## src/rtl/busy_table.sv

```systemverilog
// Physical-register busy table: one pending bit per physical register, set on rename
// allocation, cleared by writeback wakeup or a commit redirect, queried combinationally.
package busy_table_pkg;
  typedef struct packed {
    logic [15:0]      opid;
    logic [1:0][15:0] prsa;
    logic [15:0]      prda;
  } ren_bundle_t;

  typedef struct packed {
    logic [15:0] opid;
    logic [15:0] prda;
  } exe_bundle_t;

  typedef struct packed {
    logic redir;
  } com_bundle_t;
endpackage

module busy_table
  import busy_table_pkg::*;
#(
  parameter int rwd   = 4,
  parameter int ewd   = 4,
  parameter int cwd   = 4,
  parameter int prnum = 96,
  localparam int pw   = $clog2(prnum)
) (
  input  logic                        clk,
  input  logic                        rst,
  input  ren_bundle_t [rwd-1:0]       ren_bundle,
  input  logic        [rwd-1:0]       accept,
  input  exe_bundle_t [ewd-1:0]       exe_bundle,
  input  com_bundle_t [cwd-1:0]       com_bundle,
  output logic        [rwd-1:0][1:0]  busy_resp,
  output logic        [pw:0]          busy_cnt
);

  localparam logic [15:0] PRN = 16'(prnum);

  logic [prnum-1:0] busy;
  logic [prnum-1:0] busy_next;
  logic [prnum-1:0] wk;
  logic [prnum-1:0] st;
  logic [pw:0]      cnt_next;
  logic [15:0]      qa;
  logic             qhit;

  // Out-of-range addresses are filtered before indexing, so the low pw bits are safe.
  always_comb begin
    wk = '0;
    st = '0;
    for (int j = 0; j < ewd; j++) begin
      if (exe_bundle[j].opid[15] && (exe_bundle[j].prda < PRN))
        wk[exe_bundle[j].prda[pw-1:0]] = 1'b1;
    end
    for (int i = 0; i < rwd; i++) begin
      if (ren_bundle[i].opid[15] && accept[i] &&
          (ren_bundle[i].prda < PRN) && (ren_bundle[i].prda != '0))
        st[ren_bundle[i].prda[pw-1:0]] = 1'b1;
    end
  end

  // Intra-bundle term ignores accept: lanes are accepted in order, so a younger lane is
  // dropped whenever an older producer lane is not accepted.
  always_comb begin
    busy_resp = '0;
    qa        = '0;
    qhit      = 1'b0;
    for (int i = 0; i < rwd; i++) begin
      for (int k = 0; k < 2; k++) begin
        qa   = ren_bundle[i].prsa[k];
        qhit = 1'b0;
        if (qa < PRN) begin
          qhit = busy[qa[pw-1:0]] & ~wk[qa[pw-1:0]];
          for (int j = 0; j < i; j++) begin
            if (ren_bundle[j].opid[15] && (ren_bundle[j].prda == qa) && (qa != '0))
              qhit = 1'b1;
          end
        end
        busy_resp[i][k] = ren_bundle[i].opid[15] & qhit;
      end
    end
  end

  // Set beats a same-cycle wakeup: the new allocation is the younger producer.
  always_comb begin
    if (com_bundle[0].redir)
      busy_next = '0;
    else
      busy_next = st | (busy & ~wk);
    cnt_next = '0;
    for (int r = 0; r < prnum; r++)
      cnt_next = cnt_next + (pw+1)'(busy_next[r]);
  end

  always_ff @(posedge clk or negedge rst) begin
    if (!rst) begin
      busy     <= '0;
      busy_cnt <= '0;
    end else begin
      busy     <= busy_next;
      busy_cnt <= cnt_next;
    end
  end

endmodule

```

## config.mk

```make
export PLATFORM = sky130hd
export DESIGN_NAME = busy_table
export DESIGN_NICKNAME = d
export VERILOG_FILES = /design/src/rtl/busy_table.sv
export SDC_FILE = /design/constraint.sdc
export NUM_CORES = 2
export LEC_CHECK = 0
export CORE_ASPECT_RATIO = 1.75
export CORE_MARGIN = 1
export CORE_UTILIZATION = 33
export CTS_CLUSTER_DIAMETER = 200
export CTS_CLUSTER_SIZE = 28
export DETAILED_ROUTE_END_ITERATION = 8
export PLACE_DENSITY = 0.57
export SLEW_MARGIN = 5
export SYNTH_ARGS = -nofsm -noshare
export SYNTH_HDL_FRONTEND = slang
export SYNTH_SLANG_ARGS = --single-unit
export TNS_END_PERCENT = 20
```

## constraint.sdc

```tcl
create_clock -name clk -period 7.3 [get_ports clk]
set_clock_uncertainty 0.05 [all_clocks]
set_input_delay 1.46 -clock clk [delete_from_list [all_inputs] [get_ports clk]]
set_output_delay 1.46 -clock clk [all_outputs]
set_load 0.01 [all_outputs]
```

==> key figures, run 1 <==
Floorplan
  – Ports: 410
  – Initial core utilization: 33.4%
  – Die width: 228 microns
  – Chip height: 397 microns
  – Core Rows: 144

Yosys
  – Most common cell in the synthesized netlist: nand2_1
  – Synth unique cells: 103
  – Area leader, netlist: mux4_2
  – Post-synth top area share: 20.0%
  – Post-Syn Area: 0.0294 sq mm
  – Top_reg_cell synth: dfrtp_1
  – Syn_nets: 4033
  – Post-Syn Area per Cell: 8.32 sq um
  – Async set-or-reset flop fraction in the synthesized netlist: 100%
  – Mapped Cells: 3537
  – Register area share after synthesis: 8.85%
  – Largest cells by area after synthesis: mux4_2, dfrtp_1, fa_1
  – Post-synth EDFFs: 0
  – Commonest cells post-synth: nand2_1, mux4_2, nor2_1
  – #FFs+latches synth: 104
  – YS warnings: 0

CTS
  – CTS H-tree depth: 3
  – TritonCTS Sinks: 104
  – Clock root cell: clkbuf_16
  – CTS max path bufs: 2
  – CTS Buf Count: 9
  – Post-CTS Hold Buffers: 0

GRT
  – Grt total ovfl: 1178
  – Global-route wire length before repair: 503000 microns
  – Vias in the first global route: 52900
  – Gr usage total: 76.3%
  – Pin count of the biggest net entering global routing: 64

Outcome
  – Failed at: global routing (5_1_grt)
  – Error msg: [ERROR GRT-0116] Global routing finished with congestion. Check the congestion regions in the DRC Viewer.
  – Status: stopped before the end

Placement
  – # port buffers: 286
  – Final GP Congestion: 1.20
  – Dpl hpwl: 221000 microns
==> metrics by stage <==
stage / utilization, % / setup TNS [ns] / worst slack (ns) / area, sq um / std cells
global placement: 49.0 / -29.20 / -3.26 / 43100 / 5991
detailed placement: 49.0 / -29.09 / -3.22 / 43100 / 5991
floorplan: - / -10.89 / -1.69 / 29600 / 3537
CTS: 50.4 / -18.86 / -2.33 / 44400 / 6031
==> cells by family after synthesis <==
kind of cell    synth area share (%)
simple gates                    22.9
compound gates                  21.5
buf+inv                         6.99
mux                             27.4
xor+xnor                        5.84
flops                           8.85
fa+ha+maj                       6.48
==> routing by layer <==
layer  overflow  track usage, %
met1          6            75.4
met5          0            19.5
met3          8            60.1
met2        756            94.2
met4        408            78.2
==> timing repair <==
item                                    CTS
endpoints found under the setup margin   16
buffers inserted                         25
cloned                                    1
pin swaps                                53
resized for setup                       171
==> inputs of run 2 (changes only) <==
Settings changed: CORE_ASPECT_RATIO 1.75 to not set, CORE_UTILIZATION 33 to 20, CTS_CLUSTER_DIAMETER 200 to not set, CTS_CLUSTER_SIZE 28 to not set, PLACE_DENSITY 0.57 to not set, PLACE_DENSITY_LB_ADDON set to 0.15.
==> key figures, run 2 <==
STA
  – Worst-Margin Slew: 1.31 ns
  – Post-route minimum period: 9.57 ns
  – Final WS setup: -2.27 ns
  – RSZ-0062 raised after global routing: true
  – Tcrit/Tclk final: 131%
  – Peak Freq: 104 MHz
  – Slew margin rel.: 12.6%
  – Final count of pins violating max slew: 0
  – Endpoints failing hold: 0
  – Setup Viol. Count Final: 12

CTS
  – CTS Buf Count: 9 (unchanged)
  – CTS tree: built
  – Post-CTS Hold Buffers: 0 (unchanged)
  – Clock root cell: clkbuf_16 (unchanged)
  – TritonCTS Sinks: 104 (unchanged)
  – CTS H-tree depth: 3 (unchanged)
  – Reg clk slew, reported paths: 0.09 ns
  – Clock latency on the worst-skew pair: 0.38 ns
  – CTS max path bufs: 2 (unchanged)

Finish
  – Largest registers: busy: 96 flops, busy_cnt: 8 flops
  – Most frequent cells in the layout: buf_4, nand2_1, mux4_2, nor2_1, clkdlybuf4s50_1
  – Max reg flops: 96
  – Fin nets: 5479
  – Share of cells above drive strength 1: 44.2%
  – Design Area, Final: 0.0478 sq mm
  – Synthesis-to-finish area growth: 62.4%
  – Leading cell type in the layout, fill and taps excluded: buf_4
  – Largest register by flop count: busy

Floorplan
  – Die Area: 0.149 sq mm
  – Die width: 386 microns (was 228 microns)
  – Core Rows: 140 (was 144)
  – Initial core utilization: 20.2% (was 33.4%)
  – Chip height: 386 microns (was 397 microns)
  – Ports: 410 (unchanged)
  – Core area: 0.146 sq mm

Routing
  – Pre-antenna DRT Iters: 9
  – Vias per std cell: 5.98
  – Final ANT Viol Nets: 0
  – DRC errors left: 0
  – DRT iter0 DRCs: 6058
  – Per-cell routed wire length: 38.5 microns
  – Final WL: 266000 microns
  – Vias: 41300

Outcome
  – Status: complete, but fails checks (was stopped before the end)
  – Violated checks: setup timing

Critical path
  – Critical path arrival: 9.83 ns
  – CP dominant cell by count: fa_2
  – Required @ worst endpoint: 7.56 ns
  – Crit path max fanout: 8
  – Crit start category: primary input
  – Reg-to-reg critical path startpoint: busy[67]
  – WS Path Type: primary input to flop
  – Critical Path Sink Type: flop
  – Critical-path top delay cell: nor4_4
  – Worst setup path startpoint: exe_bundle[36]
  – Critical Path Max Stage Delay: 0.67 ns

Yosys
  – Syn_nets: 4033 (unchanged)
  – Post-synth EDFFs: 0 (unchanged)
  – Most common cell in the synthesized netlist: nand2_1 (unchanged)
  – Commonest cells post-synth: nand2_1, mux4_2, nor2_1 (unchanged)
  – YS warnings: 0 (unchanged)
  – Register area share after synthesis: 8.85% (unchanged)
  – Top_reg_cell synth: dfrtp_1 (unchanged)
  – Async set-or-reset flop fraction in the synthesized netlist: 100% (unchanged)
  – Mapped Cells: 3537 (unchanged)
  – Largest cells by area after synthesis: mux4_2, dfrtp_1, fa_1 (unchanged)
  – Post-Syn Area: 0.0294 sq mm (unchanged)
  – #FFs+latches synth: 104 (unchanged)
  – Synth unique cells: 103 (unchanged)
  – Area leader, netlist: mux4_2 (unchanged)
  – Post-Syn Area per Cell: 8.32 sq um (unchanged)
  – Post-synth top area share: 20.0% (unchanged)

GRT
  – Pin count of the biggest net entering global routing: 54
  – Initial antenna violation count: 29
  – Global-route wire length before repair: 356000 microns
  – Grt total ovfl: 0
  – Gr usage total: 34.9%
  – Vias in the first global route: 40700

Placement
  – Dpl hpwl: 223000 microns (was 221000 microns)
  – Final GP Congestion: 1.08 (was 1.20)
  – # port buffers: 286 (unchanged)
  – Post-Place Worst Slack: -3.26 ns (was -3.22 ns)
  – Placed Area: 0.0447 sq mm (was 0.0431 sq mm)

Min path
  – Worst min path class: flop to flop
  – Hold_sp: busy[1]

Power
  – Power density over the cells: 51.7 mW/mm^2
  – Worst IR Drop VDD: 0.0845 mV
  – Leakage: 0.0189 uW

Job
  – Number of max-cap violations: 0
-- run 2: cell counts after synthesis --
No cell type changed its count.
-- run 2: layout make-up --
class | instances | area [sq um]
antenna | 10 | 25.0
clock buffer | 9 | 225
clock inverter | 7 | 72.6
fill | 15500 | 98000
inverter | 190 | 713
multi-input combinational | 2930 | 26900
sequential | 104 | 2600
tap | 1917 | 2400
timing repair buffer | 1748 | 14800
-- run 2: worst max-delay path, delay by kind of cell --
kind,cells,cell delay (ns)
AND/OR/NAND/NOR,5,1.10
adder cells (fa/ha/maj),11,5.16
buffers and inverters,9,1.18
XOR/XNOR,1,0.12
AO/OA/AOI/OAI,5,0.77
-- run 2: kinds of logic (layout without fill, tap and decap cells) --
kind of cell | Yosys count | count (layout) | synth area share (%)
flip-flops | 104 | 104 | 8.85
XOR/XNOR | 196 | 196 | 5.84
multiplexers | 471 | 471 | 27.4
other | 0 | 10 | 0
AND/OR/NAND/NOR | 1336 | 1336 | 22.9
adder cells (fa/ha/maj) | 102 | 102 | 6.48
AO/OA/AOI/OAI | 825 | 825 | 21.5
buffers and inverters | 503 | 1954 | 6.99
-- run 2: what timing repair did --
| item | in CTS | in global routing |
|---|---|---|
| gates resized for setup | 415 | 59 |
| gates cloned | 3 | 0 |
| buffers inserted | 81 | 9 |
| pin swaps | 112 | 16 |
| endpoints found under the hold margin | 0 | 0 |
| endpoints found under the setup margin | 16 | 15 |
-- run 2: path summary, 6_finish.rpt --
kind	to	slack, ns	cells past startpoint
setup reg to reg	busy_cnt[6]	0.19	24
hold reg to reg	busy[1]	0.55	2
min in group asynchronous	busy_cnt[7]	1.04	1
max in group asynchronous	busy[44]	4.88	2
setup / recovery	busy_cnt[6]	-2.27	31
hold / removal	busy[1]	0.55	2
-- run 2: per-stage QoR --
stage               cells  utilization [%]  setup TNS [ns]  hold WS, ns  power, uW
finish               6915             32.8          -16.36        0.549       2470
detailed placement   6803             30.6          -28.20        0.534       1880
global route         6906             32.8          -17.39        0.575       2530
global placement     6802             30.6          -29.84        0.511       1890
floorplan            3537                -          -10.89        0.557       1150
CTS                  6897             32.5          -15.35        0.546       2430
-- run 2: power breakdown --
part           leakage [uW]  switching (uW)  internal, uW  total [uW]
combinational        0.0173             832           538        1370
sequential          0.00145          0.0301           576         576
clock              0.000143             278           243         522
-- run 2: metal layers --
metal	global-route usage [%]	share of wire, %	vias up
met4	21.3	7.5	31
met3	10.6	11	722
met5	0	0.096	-
met1	44.4	39	20900
li1	-	-	16700
met2	51.5	42	2911
Power figures use the tool's default switching activity.
